### src/rtl/step_if_pkg.sv
`default_nettype none
// ============================================================================
//  Module   : step_if_pkg
//  Purpose  : Shared types and constants for the stepper step interface
//             (decoder FSM encoding, direction polarity, period offset).
//  Revision : 1.0 - initial release
// ============================================================================
package step_if_pkg;

  // Decoder FSM encoding
  typedef enum logic [1:0] {
    ST_IDLE  = 2'd0,
    ST_ARM   = 2'd1,
    ST_MEAS  = 2'd2,
    ST_STALL = 2'd3
  } state_e;

  // Direction level meaning "count forward"
  localparam logic DIR_FWD = 1'b1;

  // A generator programmed with period N places rising edges N+3 clk apart
  localparam int GEN_PERIOD_OFFSET = 3;

endpackage : step_if_pkg
`default_nettype wire

### src/rtl/sync_2ff.sv
`default_nettype none
// ============================================================================
//  Module   : sync_2ff
//  Purpose  : Two-flop synchronizer for asynchronous level inputs.
//  Revision : 1.0 - initial release
// ============================================================================
module sync_2ff #(
  parameter int WIDTH = 1
) (
  input  logic             clk,
  input  logic             rst_n,
  input  logic [WIDTH-1:0] d_i,
  output logic [WIDTH-1:0] q_o
);

  logic [WIDTH-1:0] meta_q;
  logic [WIDTH-1:0] sync_q;

  // Two-stage capture of the asynchronous input into the clk domain
  always_ff @(posedge clk or negedge rst_n) begin
    if (!rst_n) begin
      meta_q <= '0;
      sync_q <= '0;
    end else begin
      meta_q <= d_i;
      sync_q <= meta_q;
    end
  end

  assign q_o = sync_q;

endmodule : sync_2ff
`default_nettype wire

### src/rtl/step_pulse_decoder.sv
`default_nettype none
// ============================================================================
//  Module   : step_pulse_decoder
//  Purpose  : Recovers signed step position, step period (clk cycles) and
//             stall status from a driver-side step/dir pair.
//  Revision : 1.0 - initial release
// ============================================================================
module step_pulse_decoder #(
  parameter int SIZE    = 16,
  parameter int POS_W   = 32,
  parameter int TIMEOUT = 65535
) (
  input  logic                    clk,
  input  logic                    rst,
  input  logic                    step_in,
  input  logic                    dir_in,
  input  logic                    enable,
  input  logic                    clear_pos,
  output logic signed [POS_W-1:0] position,
  output logic        [SIZE-1:0]  period,
  output logic                    period_valid,
  output logic                    stall,
  output logic                    period_ovf
);

  import step_if_pkg::*;

  localparam logic [SIZE-1:0] CNT_MAX = '1;

  logic             step_s;
  logic             dir_s;
  logic             step_d3_q;
  logic             step_edge;
  logic             cnt_sat;
  logic             timeout_hit;

  state_e           state_q,   state_d;
  logic [SIZE-1:0]  cnt_q,     cnt_d;
  logic [SIZE-1:0]  period_q,  period_d;
  logic             pv_q,      pv_d;
  logic             stall_q,   stall_d;
  logic             ovf_q,     ovf_d;
  logic [POS_W-1:0] pos_q,     pos_d;

  sync_2ff #(.WIDTH(1)) u_sync_step (
    .clk   (clk),
    .rst_n (rst),
    .d_i   (step_in),
    .q_o   (step_s)
  );

  sync_2ff #(.WIDTH(1)) u_sync_dir (
    .clk   (clk),
    .rst_n (rst),
    .d_i   (dir_in),
    .q_o   (dir_s)
  );

  assign step_edge = step_s & ~step_d3_q;
  assign cnt_sat   = (cnt_q == CNT_MAX);
  // A TIMEOUT the counter can never reach simply disables stall detection
  assign timeout_hit = (32'(cnt_q) == 32'(TIMEOUT));

  // Third step flop feeding the rising-edge detector
  always_ff @(posedge clk or negedge rst) begin
    if (!rst) step_d3_q <= 1'b0;
    else      step_d3_q <= step_s;
  end

  // Next-state logic: FSM, period counter, flags and position
  always_comb begin
    state_d  = state_q;
    cnt_d    = cnt_q;
    period_d = period_q;
    pv_d     = 1'b0;
    stall_d  = stall_q;
    ovf_d    = ovf_q;
    pos_d    = pos_q;

    if (!enable) begin
      state_d = ST_IDLE;
      cnt_d   = '0;
      stall_d = 1'b0;
    end else begin
      case (state_q)
        ST_IDLE: begin
          cnt_d   = '0;
          stall_d = 1'b0;
          state_d = ST_ARM;
        end
        ST_ARM: begin
          // First edge only marks the start point; nothing to measure yet
          if (step_edge) begin
            cnt_d   = SIZE'(1);
            state_d = ST_MEAS;
          end
        end
        ST_MEAS: begin
          // An edge wins over a coincident timeout
          if (step_edge) begin
            period_d = cnt_q;
            pv_d     = 1'b1;
            cnt_d    = SIZE'(1);
            if (cnt_sat) ovf_d = 1'b1;
          end else if (timeout_hit) begin
            state_d = ST_STALL;
            stall_d = 1'b1;
          end else if (!cnt_sat) begin
            cnt_d = cnt_q + SIZE'(1);
          end
        end
        ST_STALL: begin
          // Gap before this edge is not a valid period: restart measuring
          if (step_edge) begin
            stall_d = 1'b0;
            cnt_d   = SIZE'(1);
            state_d = ST_MEAS;
          end
        end
        default: state_d = ST_IDLE;
      endcase
    end

    if (clear_pos) begin
      pos_d = '0;
      ovf_d = 1'b0;
    end else if (enable && step_edge) begin
      pos_d = (dir_s == DIR_FWD) ? pos_q + POS_W'(1) : pos_q - POS_W'(1);
    end
  end

  // State and result registers
  always_ff @(posedge clk or negedge rst) begin
    if (!rst) begin
      state_q  <= ST_IDLE;
      cnt_q    <= '0;
      period_q <= '0;
      pv_q     <= 1'b0;
      stall_q  <= 1'b0;
      ovf_q    <= 1'b0;
      pos_q    <= '0;
    end else begin
      state_q  <= state_d;
      cnt_q    <= cnt_d;
      period_q <= period_d;
      pv_q     <= pv_d;
      stall_q  <= stall_d;
      ovf_q    <= ovf_d;
      pos_q    <= pos_d;
    end
  end

  assign position     = pos_q;
  assign period       = period_q;
  assign period_valid = pv_q;
  assign stall        = stall_q;
  assign period_ovf   = ovf_q;

endmodule : step_pulse_decoder
`default_nettype wire
### config.mk
export PLATFORM = sky130hd
export DESIGN_NAME = step_pulse_decoder
export DESIGN_NICKNAME = d
export VERILOG_FILES = /design/src/rtl/step_if_pkg.sv /design/src/rtl/sync_2ff.sv /design/src/rtl/step_pulse_decoder.sv
export SDC_FILE = /design/constraint.sdc
export NUM_CORES = 1
export LEC_CHECK = 0
export BUFFER_PORTS_ARGS = -buffer_cell sky130_fd_sc_hd__clkbuf_2
export CAP_MARGIN = 0
export CORE_ASPECT_RATIO = 1.5
export CORE_UTILIZATION = 55
export DETAILED_ROUTE_END_ITERATION = 10
export PLACE_DENSITY_LB_ADDON = 0.12
export RECOVER_POWER = 100
export SLEW_MARGIN = 20
export SYNTH_ARGS = -nofsm -noshare
export SYNTH_HDL_FRONTEND = slang
export SYNTH_SLANG_ARGS = --single-unit
### constraint.sdc
create_clock -name clk -period 8.9 [get_ports clk]
set_clock_uncertainty 0.15 [all_clocks]
set_input_delay 1.335 -clock clk [delete_from_list [all_inputs] [get_ports clk]]
set_output_delay 1.335 -clock clk [all_outputs]
set_load 0.02 [all_outputs]
After elaboration in Yosys (flattened, before gate mapping)
Cells that the tools add are included.

Bitwise operators: 2. Equality and inequality tests: 10. Muxes and demuxes: 25. $add $sub $neg: 3. Reduce and logical (&&, ||, !) cells: 13.

Operator list (count): 32-bit 2-to-1 mux (3); 16-bit 2-to-1 mux (4); 16-bit one-hot mux with 3 select lines (1); 32-bit by 1-bit adder with 32-bit output, second input constant (1); 32-bit by 1-bit subtractor with 32-bit output, second input constant (1); 16-bit by 1-bit adder with 16-bit output, second input constant (1); 16-bit equality test, second input constant (1); 1-bit 2-to-1 mux (11); 2-bit nonzero test (5); 3-bit inequality test, second input constant (3); 2-bit 2-to-1 mux (4); 4-bit AND reduction (2); 2-bit one-hot mux with 3 select lines (1); 3-bit AND reduction (2); 2-bit equality test, second input constant (2); 4-bit by 1-bit inequality test with 1-bit output, second input constant (1); 4-bit inequality test, second input constant (1); 3-bit by 2-bit inequality test with 1-bit output, second input constant (1); 1-bit one-hot mux with 3 select lines (1); 2-bit by 1-bit equality test with 1-bit output, second input constant (1); 2-bit zero test (1); 2-bit AND reduction (1); 2-bit OR reduction (1); 1-bit bitwise AND (1); 2 further kinds (2).

Output and inout bits: 51. Register bits after elaboration: 74. Word-level logic and storage cells: 65. Bits of input ports: 6.

Depth between registers and ports, before layout
Gate-level depths: netlist of run 1.

Word-level depth: 6. Depth in mapped cells: 11. Mapped depth without buffers: 11.

Hierarchy
From an unflattened synthesis of run 1, not the netlist that was laid out.

Cell total of the unflattened synthesis: 491. Area total of the unflattened synthesis: 4544.4 µm².

Modules (own cells, without submodules): step_pulse_decoder (sequential area each 1751.7 µm², area each 4444.3 µm², instances 1, cells each 487); sync_2ff (sequential area each 50.0 µm², area each 50.0 µm², instances 2, cells each 2).

Worst setup path after synthesis of run 1
OpenSTA, ideal clock, no wires.

Kind: register -> register. From: register u_sync_dir.sync_q (netlist: u_sync_dir.q_o). To: register pos_q[30] (netlist: position[30]). Setup slack: 5.432 ns. Library setup time: 0.096 ns. Buffers on the path: 0. Arrival time: 3.223 ns. Required time: 8.654 ns. Period minus slack after synthesis: 3.468 ns. Cell stages (with the launch flop): 12. Cells stage by stage: dfrtp_1 > inv_1 > ha_1 > a211o_1 > a21oi_4 > o2bb2ai_4 > o211ai_4 > a2111oi_4 > nor2_1 > a221o_1 > xnor2_1 > o31ai_1.

Longest elaborated chain between the ends: 3.

Ends and longest elaborated chain: start: declaration (RTL line sync_2ff.sv:17) `logic [WIDTH-1:0] sync_q;`; start signal: assignment (RTL line sync_2ff.sv:26) `sync_q <= meta_q;`; 32-bit 2-to-1 mux (RTL line step_pulse_decoder.sv:128) `pos_d = (dir_s == DIR_FWD) ? pos_q + POS_W'(1) : pos_q - POS_W'(1);`; 32-bit 2-to-1 mux (RTL line step_pulse_decoder.sv:127) `end else if (enable && step_edge) begin`; 32-bit 2-to-1 mux (RTL line step_pulse_decoder.sv:124) `if (clear_pos) begin`; end signal: assignment (RTL line step_pulse_decoder.sv:149) `pos_q <= pos_d;`; end: declaration (RTL line step_pulse_decoder.sv:43) `logic [POS_W-1:0] pos_q, pos_d;`.

No other way between the ends. The select of a mux whose other input is x is not followed. A chain may end at the register's enable or synchronous reset.

Worst setup path after layout of run 1
Ends and elaborated chain as after synthesis.

==> out/qor.txt, run 1 <==
Initial Util -> 56.74%
Min-delay worst type -> flip-flop to flip-flop
First-pass GRT wire length -> 17.53 mm
Main synth FF type -> dfrtp_1
I/O pin count -> 57
Gr usage total -> 25.66%
Final WL -> 10.19 mm
Min Clock Period, post-route -> 5.099 ns
Chip Width -> 76.44 um
WP data required -> 8.99 ns
Clock Tree Buf Depth -> 2
Tcrit/Tclk final -> 57.29%
Placed cells -> 626
Pins Over Slew Limit -> 105
EDFF count, synth -> 0
FFs w/ async S/R, synth -> 100.0%
Post-synthesis sequential area ratio -> 40.50%
Total CTS buffers -> 9
Fmax -> 0.1961 GHz
Synth-to-Final Area Change -> 11.47%
Detailed Routing Iterations Pass 1 -> 4
Max cap viols -> 2
Fraction of layout cells with a size suffix above 1 -> 7.821%
Drt first-iter violations -> 136
Post-CTS sizing -> 0
Fin Setup TNS -> 0 ns
Crit path max-delay family -> compound AO/OA/AOI/OAI gates
Synth Area per Inst -> 9.525 um^2
Final ANT Viol Nets -> 0
Num rows -> 40
Synth Register Bits -> 74
Total Die Area -> 8689 um^2
CTS tree -> yes
Core Area -> 8058 um^2
DRC viols -> 0
Clock slew at reported path FFs -> 0.06 ns
Hold_buf cts -> 0
Nets@finish -> 570
# Post-CTS Setup Buffers -> 0
Vias -> 3857
Failing checks -> max-capacitance violations, max-slew violations
Crit. End Element -> flip-flop
Syn Inst Count -> 480
Syn nets -> 518
Fin cells -> 642
Slowest CP cell -> a2111oi_0
CP arrival -> 5.19 ns
CP bufs+invs -> 2
Wire per inst -> 15.88 um
Clk_lat worst skew -> 0.34 ns
Commonest non-fill, non-tap cell in the layout -> dfrtp_1
Vias/cell -> 6.008
Max VDD drop -> 0.1002 mV
Slowest stage delay, CP -> 0.91 ns
Final hold vios -> 0
Ant diodes -> 0
CTS sink cnt -> 74
Run status -> complete, but fails checks
GR Overflow Total -> 0
Final setup violation count -> 0
Power Dens Cells -> 165.1 nW/um^2
Final HPWL DP -> 7.078 mm
Buffers added on ports -> 56
CP Launch Type -> flip-flop
Vias in the first global route -> 3878
Lkg Pwr -> 2.311 nW
Unique masters post-synth -> 63
Cell chain of the critical path -> inv_1 -> clkbuf_1 -> ha_1 -> a211o_1 -> a21oi_1 -> o2bb2ai_1 -> o211ai_1 -> a2111oi_0 -> nor2_1 -> a221o_1 -> xnor2_1 -> o31ai_1
Largest net degree at the start of global routing -> 75
H-tree depth -> 3
Crit-path max FO -> 20
Gpl congestion -> 0.9007
DIE HEIGHT -> 113.7 um
Initial antenna violation count -> 0
Root buffer cell -> clkbuf_16
Relative slew slack -> -160.9%
Setup CP Type -> flip-flop to flip-flop
Yosys warns -> 0
Mapped Area -> 4572 um^2
RSZ-0062 raised after global routing -> false
Commonest cells after routing, fill and taps aside -> dfrtp_1, clkbuf_1, a21oi_1
Least-Margin Pin Slew -> 3.914 ns
cells in the mapped netlist (7+ instances only):
cell,number,share of area (%)
ha_1,31,8.5
nand4_1,7,0.96
a31oi_1,9,1.2
xnor2_1,18,3.4
a21o_1,11,1.8
inv_1,11,0.90
a211oi_1,12,2.0
nor2_1,42,3.4
dfrtp_1,74,41
o21ai_0,13,1.4
xor2_1,13,2.5
clkbuf_1,16,1.3
mux2_2,16,3.9
nand3_1,14,1.5
a21oi_1,47,5.1
nand2_1,46,3.8
worst paths after layout:
| check | startpoint | end | slack (ns) | cells past startpoint |
|---|---|---|---|---|
| worst max-delay path | u_sync_dir.q_o | position[30] | 3.80 | 12 |
| worst min-delay path | u_sync_step.meta_q | u_sync_step.q_o | 0.20 | 0 |
| worst max register to register | u_sync_dir.q_o | position[30] | 3.80 | 12 |
| worst min register to register | u_sync_step.meta_q | u_sync_step.q_o | 0.20 | 0 |
| max in group asynchronous | rst | position[17] | 4.20 | 1 |
| min in group asynchronous | rst | period[1] | 2.21 | 1 |
state kept, by name, indices dropped and copies added, names as in the netlist:
signal	count
u_sync_step.q_o	1
position	32
period_valid	1
u_sync_dir.q_o	1
step_d3_q	1
stall	1
state_q	2
u_sync_dir.meta_q	1
cnt_q	16
u_sync_step.meta_q	1
period_ovf	1
period	16
stage by stage:
stage / setup WS (ns) / area, um^2 / utilization (%) / hold WS (ns) / power, mW
2_1_floorplan: 5.432 / 4572 / - / 0.1812 / 0.4546
3_3_place_gp: 5.198 / 4949 / 61.41 / 0.1916 / 0.4873
3_5_place_dp: 5.114 / 4949 / 61.41 / 0.1936 / 0.4910
4_1_cts: 5.084 / 5245 / 65.09 / 0.2061 / 0.8554
5_1_grt: 3.300 / 5096 / 63.25 / 0.2185 / 0.8783
6_report: 3.801 / 5096 / 63.25 / 0.2020 / 0.8413
report_power, final:
group	internal (mW)	total [mW]	switching, mW
registers	0.346	0.356	0.0103
logic	0.0443	0.124	0.0792
clock network	0.224	0.362	0.138
total	0.614	0.841	0.228
worst reg2reg max path: cells and delay by family (launching register included):
family	cells	cell delay, ns
XOR/XNOR	1	0.13
adder cells (fa/ha/maj)	1	0.46
buffers and inverters	2	1.20
flip-flops	1	0.41
AO/OA/AOI/OAI	7	2.46
AND/OR/NAND/NOR	1	0.19
cell type report:
type / instances / area (um^2)
inverter: 11 / 41.29
tap: 105 / 131.4
timing repair buffer: 60 / 236.5
clock inverter: 5 / 53.80
multi-input combinational: 376 / 2539
fill: 728 / 2962
clock buffer: 11 / 242.7
sequential: 74 / 1852
logic make-up after synthesis:
kind of cell | count (synthesis) | share of synthesized area [%]
AOI/OAI and AO/OA | 142 | 21.54
muxes | 18 | 4.406
adders and majority gates | 32 | 8.922
xor gates and xnor gates | 31 | 5.939
buffers and inverters | 30 | 2.490
and+or+nand+nor | 153 | 16.20
DFF | 74 | 40.50
routing by layer:
layer / vias up / GRT usage [%] / routed length [um]
met2: 96 / 46.25 / 5315
met5: - / 0 / 0
li1: 1861 / - / -
met3: 37 / 5.360 / 335
met4: 0 / 15.77 / 390
met1: 1863 / 27.32 / 4153
No activity file was read; power rests on OpenSTA's default activity.
==> inputs of run 2 (changes only) <==
- CORE_UTILIZATION: 55 -> 53
- clock period: 8.9 -> 4.6 ns (I/O delays scaled with it)
==> run 2 against run 1 <==
The run still ends with max-capacitance violations, max-slew violations left. Sequential power increased by 93%. Wire length increased by 0.77%. Clock power increased by 110%. Global-route usage decreased by 1.2 points. Count of clock-buffer cells in the layout decreased by 1. Largest power group unchanged. Hold slack got worse by 0.0038 ns. Setup slack got worse by 3.2 ns. Non-clock buffer count unchanged. Flip-flop and latch count unchanged. Combinational power increased by 94%.
==> out/qor.txt, run 2 (synthesis gave the netlist of run 1 again) <==
Run status -> complete, but fails checks
Failing checks -> max-capacitance violations, max-slew violations
Final setup violation count -> 0 (unchanged)
Largest net degree at the start of global routing -> 75 (unchanged)
CP bufs+invs -> 1 (-1)
Crit path from -> u_sync_dir.q_o
Worst-case reg-to-reg path depth -> 11 (-1)
CP arrival -> 3.98 ns (-1.21 ns)
Reg2reg end -> position[28]
Root buffer cell -> clkbuf_16
Hold_buf cts -> 0 (unchanged)
CTS tree -> yes
Nets@finish -> 570 (unchanged)
Fraction of layout cells with a size suffix above 1 -> 8.396% (+0.57 points)
Max cap viols -> 2 (unchanged)
Gr usage total -> 24.49% (-1.2 points)
Worst hold start -> u_sync_step.meta_q
Min Clock Period, post-route -> 3.996 ns (-1.103 ns)
DRC viols -> 0 (unchanged)
# Post-CTS Setup Buffers -> 0 (unchanged)
Detailed Routing Iterations Pass 1 -> 4 (unchanged)
Commonest cells after routing, fill and taps aside -> dfrtp_1, clkbuf_1, a21oi_1
Commonest non-fill, non-tap cell in the layout -> dfrtp_1
Wire per inst -> 15.98 um (+0.61%)
Worst r2r src -> u_sync_dir.q_o
Max VDD drop -> 0.1854 mV (+85%)
CP Launch Type -> flip-flop
Fmax -> 0.2503 GHz (+28%)
Fin Setup TNS -> 0 ns (unchanged)
Relative slew slack -> -21.65% (+140 points)
Clk_lat worst skew -> 0.33 ns (about the same)
Pins Over Slew Limit -> 105 (unchanged)
Initial antenna violation count -> 0 (unchanged)
Num rows -> 41 (+2.5%)
Clock slew at reported path FFs -> 0.06 ns (about the same)
Post-CTS sizing -> 0 (unchanged)
Setup CP Type -> flip-flop to flip-flop
Int Pwr -> 1.242 mW (+100%)
Hold path endpoint -> u_sync_step.q_o
Final WL -> 10.27 mm (+0.77%)
First-pass GRT wire length -> 17.42 mm (-0.59%)
Final hold vios -> 0 (unchanged)
Vias/cell -> 5.949 (-0.98%)
Switching Fraction -> 26.04% (-1.0 points)
Core Area -> 8413 um^2 (+4.4%)
Lkg Pwr -> 2.333 nW (+0.94%)
Cell chain of the critical path -> inv_1 -> ha_1 -> a211o_1 -> a21oi_1 -> o2bb2ai_1 -> o211ai_1 -> a2111oi_4 -> o31ai_1 -> a41oi_1 -> or3_1 -> a31oi_1
Synth-to-Final Area Change -> 12.42%
Initial Util -> 54.34% (-2.4 points)
Pwr Total -> 1.679 mW (+100%)
Crit path max-delay family -> compound AO/OA/AOI/OAI gates
Clock Tree Buf Depth -> 2 (unchanged)
Total CTS buffers -> 9 (unchanged)
Total Die Area -> 9009 um^2 (+3.7%)
Combinational power share -> 14.4% (-0.3 points)
Tcrit/Tclk final -> 86.86% (+30 points)
Buffers added on ports -> 56 (unchanged)
GR Overflow Total -> 0 (unchanged)
Vias -> 3825 (-0.83%)
CTS sink cnt -> 74 (unchanged)
I/O pin count -> 57 (unchanged)
RSZ-0062 raised after global routing -> false
Crit. End Element -> flip-flop
R2r setup slk -> 0.60 ns (-3.20 ns)
Final ANT Viol Nets -> 0 (unchanged)
Drt first-iter violations -> 99 (-27%)
H-tree depth -> 3 (unchanged)
Slowest stage delay, CP -> 0.56 ns (-0.35 ns)
Gpl congestion -> 0.9334 (+3.6%)
Power Dens Cells -> 326.6 nW/um^2 (+98%)
WP data required -> 4.58 ns (-4.41 ns)
Crit-path max FO -> 21 (+5.0%)
Max FFs per register -> 32 (unchanged)
Clk network pwr share -> 44.6% (+1.6 points)
Ant diodes -> 0 (unchanged)
Psw -> 0.4372 mW (+92%)
Final HPWL DP -> 7.095 mm (+0.23%)
Slowest CP cell -> inv_1
Hold Path Stages -> 0 (unchanged)
DIE HEIGHT -> 115.8 um (+1.8%)
Vias in the first global route -> 3913 (+0.90%)
Min-delay worst type -> flip-flop to flip-flop
Flop pwr share -> 41.0% (-1.3 points)
Chip Width -> 77.84 um (+1.8%)
Least-Margin Pin Slew -> 1.825 ns (-2.089 ns)
[run 2: cell count changes in the layout (fill, tap and decap cells not counted), sizes merged]
cell    change
buf         +1
bufinv      +1
clkinv      -1
clkbuf      -2
[run 2: worst reg2reg max path, delay by kind of cell (launching register included)]
family | cells | cell delay, ns
compound gates | 8 | 2.12
buf+inv | 1 | 0.56
fa+ha+maj | 1 | 0.42
flops | 1 | 0.41
simple gates | 1 | 0.15
[run 2: worst max-delay path by stage]
stage / cells after the start / end
after floorplan: 11 / position[30]
after global placement: 10 / position[31]
after detailed placement: 10 / position[31]
after CTS: 10 / position[31]
after global routing: 11 / position[28]
final: 11 / position[28]
[run 2: final cells by class]
class / count / area (um^2)
Fill cell: 784 / 3273
Multi-Input combinational cell: 376 / 2552
Sequential cell: 74 / 1852
Timing Repair Buffer: 60 / 242.7
Clock buffer: 10 / 239.0
Tap cell: 107 / 133.9
Clock inverter: 5 / 78.83
Inverter: 11 / 41.29
[run 2: layer usage]
| layer | routed length [um] | up-vias | GRT usage (%) |
|---|---|---|---|
| met5 | 0 | - | 0 |
| met1 | 4132 | 1867 | 25.10 |
| met4 | 264 | 0 | 12.58 |
| met2 | 5561 | 83 | 47.26 |
| met3 | 314 | 22 | 4.094 |
| li1 | - | 1853 | - |
[run 2: power groups by stage]
| stage | sequential, mW | clock [mW] | combinational (mW) |
|---|---|---|---|
| finish | 0.688 | 0.749 | 0.241 |
| global route | 0.690 | 0.799 | 0.269 |
| CTS | 0.688 | 0.768 | 0.252 |
| detailed placement | 0.700 | 0 | 0.249 |
| global placement | 0.699 | 0 | 0.244 |
| floorplan | 0.710 | 0 | 0.170 |
[run 2: per-stage QoR]
| stage | cell area (um^2) | util, % | hold WS [ns] | setup slack (ns) | cells |
|---|---|---|---|---|---|
| 6_report | 5140 | 61.09 | 0.1982 | 0.6044 | 643 |
| 2_1_floorplan | 4572 | - | 0.1812 | 1.132 | 480 |
| 5_1_grt | 5140 | 61.09 | 0.2146 | 0.4031 | 643 |
| 3_5_place_dp | 4951 | 58.85 | 0.1881 | 0.8493 | 628 |
| 4_1_cts | 5269 | 62.63 | 0.2012 | 0.8362 | 643 |
| 3_3_place_gp | 4951 | 58.85 | 0.1908 | 0.9384 | 628 |
==> inputs of run 3 (changes only) <==
- GPL_ROUTABILITY_DRIVEN: unset -> 1
- PLACE_DENSITY: unset -> 0.76
- PLACE_DENSITY_LB_ADDON: 0.12 -> unset
==> run 3 against run 2 <==
The run still ends with max-capacitance violations, max-slew violations left. Final cell count grew 0.16%. Hold slack gained 0.0093 ns. Sequential power is essentially flat. Sequential share of layout area is essentially flat. Wire length shrank 0.80%. Largest power group unchanged. Clock power grew 1%. Power grew 0.53%. Highest routed layer unchanged. Critical path depth shrank 1. First-iteration DRC count grew 70%. Non-clock buffer count is the same. Critical endpoint is now position[31]. Flip-flop and latch count is the same. Count of clock-buffer cells in the layout is the same.
==> out/qor.txt, run 3 (synthesis gave the netlist of run 1 again) <==
Vias/cell -> 5.919 (-0.49%)
Setup CP Type -> flip-flop to flip-flop
Detailed Routing Iterations Pass 1 -> 4 (unchanged)
Crit. End Element -> flip-flop
CP Launch Type -> flip-flop
Initial antenna violation count -> 0 (unchanged)
I/O pin count -> 57 (unchanged)
Max FFs per register -> 32 (unchanged)
Worst-case reg-to-reg path depth -> 10 (-1)
Drt first-iter violations -> 168 (+70%)
Tcrit/Tclk final -> 86.09% (-0.77 points)
Relative slew slack -> -20.83% (+0.82 points)
Synth-to-Final Area Change -> 12.45% (about the same)
Multi-input logic area -> 2552 um^2 (unchanged)
H-tree depth -> 3 (unchanged)
DIE HEIGHT -> 115.8 um (unchanged)
Register Area -> 1852 um^2 (unchanged)
Vias in the first global route -> 3888 (-0.64%)
# Post-CTS Setup Buffers -> 0 (unchanged)
Final setup violation count -> 0 (unchanged)
Buffers added on ports -> 56 (unchanged)
Post-CTS sizing -> 0 (unchanged)
DRC viols -> 0 (unchanged)
Fmax -> 0.2525 GHz (+0.90%)
WP data required -> 4.67 ns (+0.09 ns)
Hold_buf cts -> 0 (unchanged)
Power Dens Cells -> 328.3 nW/um^2 (+0.50%)
Nets@finish -> 570 (unchanged)
Clock slew at reported path FFs -> 0.06 ns (about the same)
Final instance area -> 5141 um^2 (about the same)
Num rows -> 41 (unchanged)
Fraction of layout cells with a size suffix above 1 -> 8.380% (-0.016 points)
Final HPWL DP -> 7.032 mm (-0.88%)
Failing checks -> max-capacitance violations, max-slew violations
Wire per inst -> 15.82 um (-0.95%)
Fin Setup TNS -> 0 ns (unchanged)
Hold Path Stages -> 0 (unchanged)
Worst hold start -> u_sync_step.meta_q
Least-Margin Pin Slew -> 1.812 ns (-0.01232 ns)
Ant diodes -> 0 (unchanged)
Total Die Area -> 9009 um^2 (unchanged)
Commonest cells after routing, fill and taps aside -> dfrtp_1, clkbuf_1, a21oi_1
Fillers -> 755 (-3.7%)
Commonest non-fill, non-tap cell in the layout -> dfrtp_1
Hold path endpoint -> u_sync_step.q_o
Max VDD drop -> 0.1894 mV (+2.2%)
GR Overflow Total -> 0 (unchanged)
Reg2reg end -> position[31]
Worst r2r src -> u_sync_dir.q_o
Total CTS buffers -> 9 (unchanged)
RSZ-0062 raised after global routing -> false
Clk_lat worst skew -> 0.34 ns (about the same)
Chip Width -> 77.84 um (unchanged)
Max cap viols -> 2 (unchanged)
Core Area -> 8413 um^2 (unchanged)
Min-delay worst type -> flip-flop to flip-flop
Run status -> complete, but fails checks
Final ANT Viol Nets -> 0 (unchanged)
R2r setup slk -> 0.64 ns (+0.04 ns)
Clock Tree Buf Depth -> 2 (unchanged)
Largest net degree at the start of global routing -> 75 (unchanged)
CTS sink cnt -> 74 (unchanged)
Crit-path max FO -> 20 (-4.8%)
CP arrival -> 4.03 ns (+0.05 ns)
Lkg Pwr -> 2.327 nW (-0.22%)
Gpl congestion -> 0.9599 (+2.8%)
Final hold vios -> 0 (unchanged)
Initial Util -> 54.34% (unchanged)
Gr usage total -> 24.49% (about the same)
Final WL -> 10.19 mm (-0.80%)
Min Clock Period, post-route -> 3.960 ns (-0.03549 ns)
Area after DPL -> 4951 um^2 (unchanged)
Root buffer cell -> clkbuf_16
CTS tree -> yes
Pins Over Slew Limit -> 105 (unchanged)
First-pass GRT wire length -> 17.22 mm (-1.1%)
Vias -> 3812 (-0.34%)
==> run 3: cell count changes in the layout (fill, tap and decap cells not counted), sizes merged <==
cell / delta
inv: +1
clkinv: -1
clkinvlp: +1
==> run 3: worst max-delay path by stage <==
stage / from / to / slack, ns / cells past startpoint
after global routing: u_sync_dir.q_o / position[31] / 0.43 / 10
after floorplan: u_sync_dir.q_o / position[30] / 1.13 / 11
after global placement: u_sync_dir.q_o / position[31] / 0.98 / 10
final: u_sync_dir.q_o / position[31] / 0.64 / 10
after detailed placement: u_sync_dir.q_o / position[31] / 0.86 / 10
after CTS: u_sync_dir.q_o / position[31] / 0.84 / 10
==> run 3: final cells by class <==
type                    instances  share of cell area (%)
multi-input cells             376                   49.65
inverters                      11                  0.8031
well taps                     107                   2.604
clock buffers                  10                   4.454
flip-flops and latches         74                   36.02
repair buffers                 60                   4.721
clock inverters                 6                   1.752
==> run 3: metrics by stage <==
| stage | total power, mW | worst slack (ns) | std cells | hold WS [ns] | utilization [%] |
|---|---|---|---|---|---|
| 2_1_floorplan | 0.8795 | 1.132 | 480 | 0.1812 | - |
| 3_3_place_gp | 0.9414 | 0.9844 | 628 | 0.1975 | 58.85 |
| 3_5_place_dp | 0.9484 | 0.8550 | 628 | 0.1972 | 58.85 |
| 4_1_cts | 1.712 | 0.8432 | 644 | 0.2103 | 62.64 |
| 5_1_grt | 1.757 | 0.4307 | 644 | 0.2153 | 61.11 |
| 6_report | 1.688 | 0.6399 | 644 | 0.2075 | 61.11 |
==> run 3: layer usage <==
metal  vias up  GRT usage, %  wire [um]  share of wire (%)
met5         -             0          0                  0
met4         0         16.60        396                3.9
met3        32         3.858        381                3.7
met2        97         44.72       5294                 52
met1      1837         25.80       4118                 40
li1       1846             -          -                  -
==> run 3: where the power goes <==
part           internal [mW]  switching, mW
Sequential             0.669         0.0195
Combinational         0.0879          0.154
Clock                  0.477          0.281
==> run 3: worst max-delay path, cell delays in order (launching register included) <==
cell and delay [ns]:
dfrtp_1 0.40, inv_1 0.52, ha_1 0.42, a2111oi_0 0.61
a211o_1 0.30, a31oi_1 0.16, a21oi_1 0.32, nor3_1 0.13
o2111ai_1 0.27, mux2i_1 0.24, mux2_1 0.33
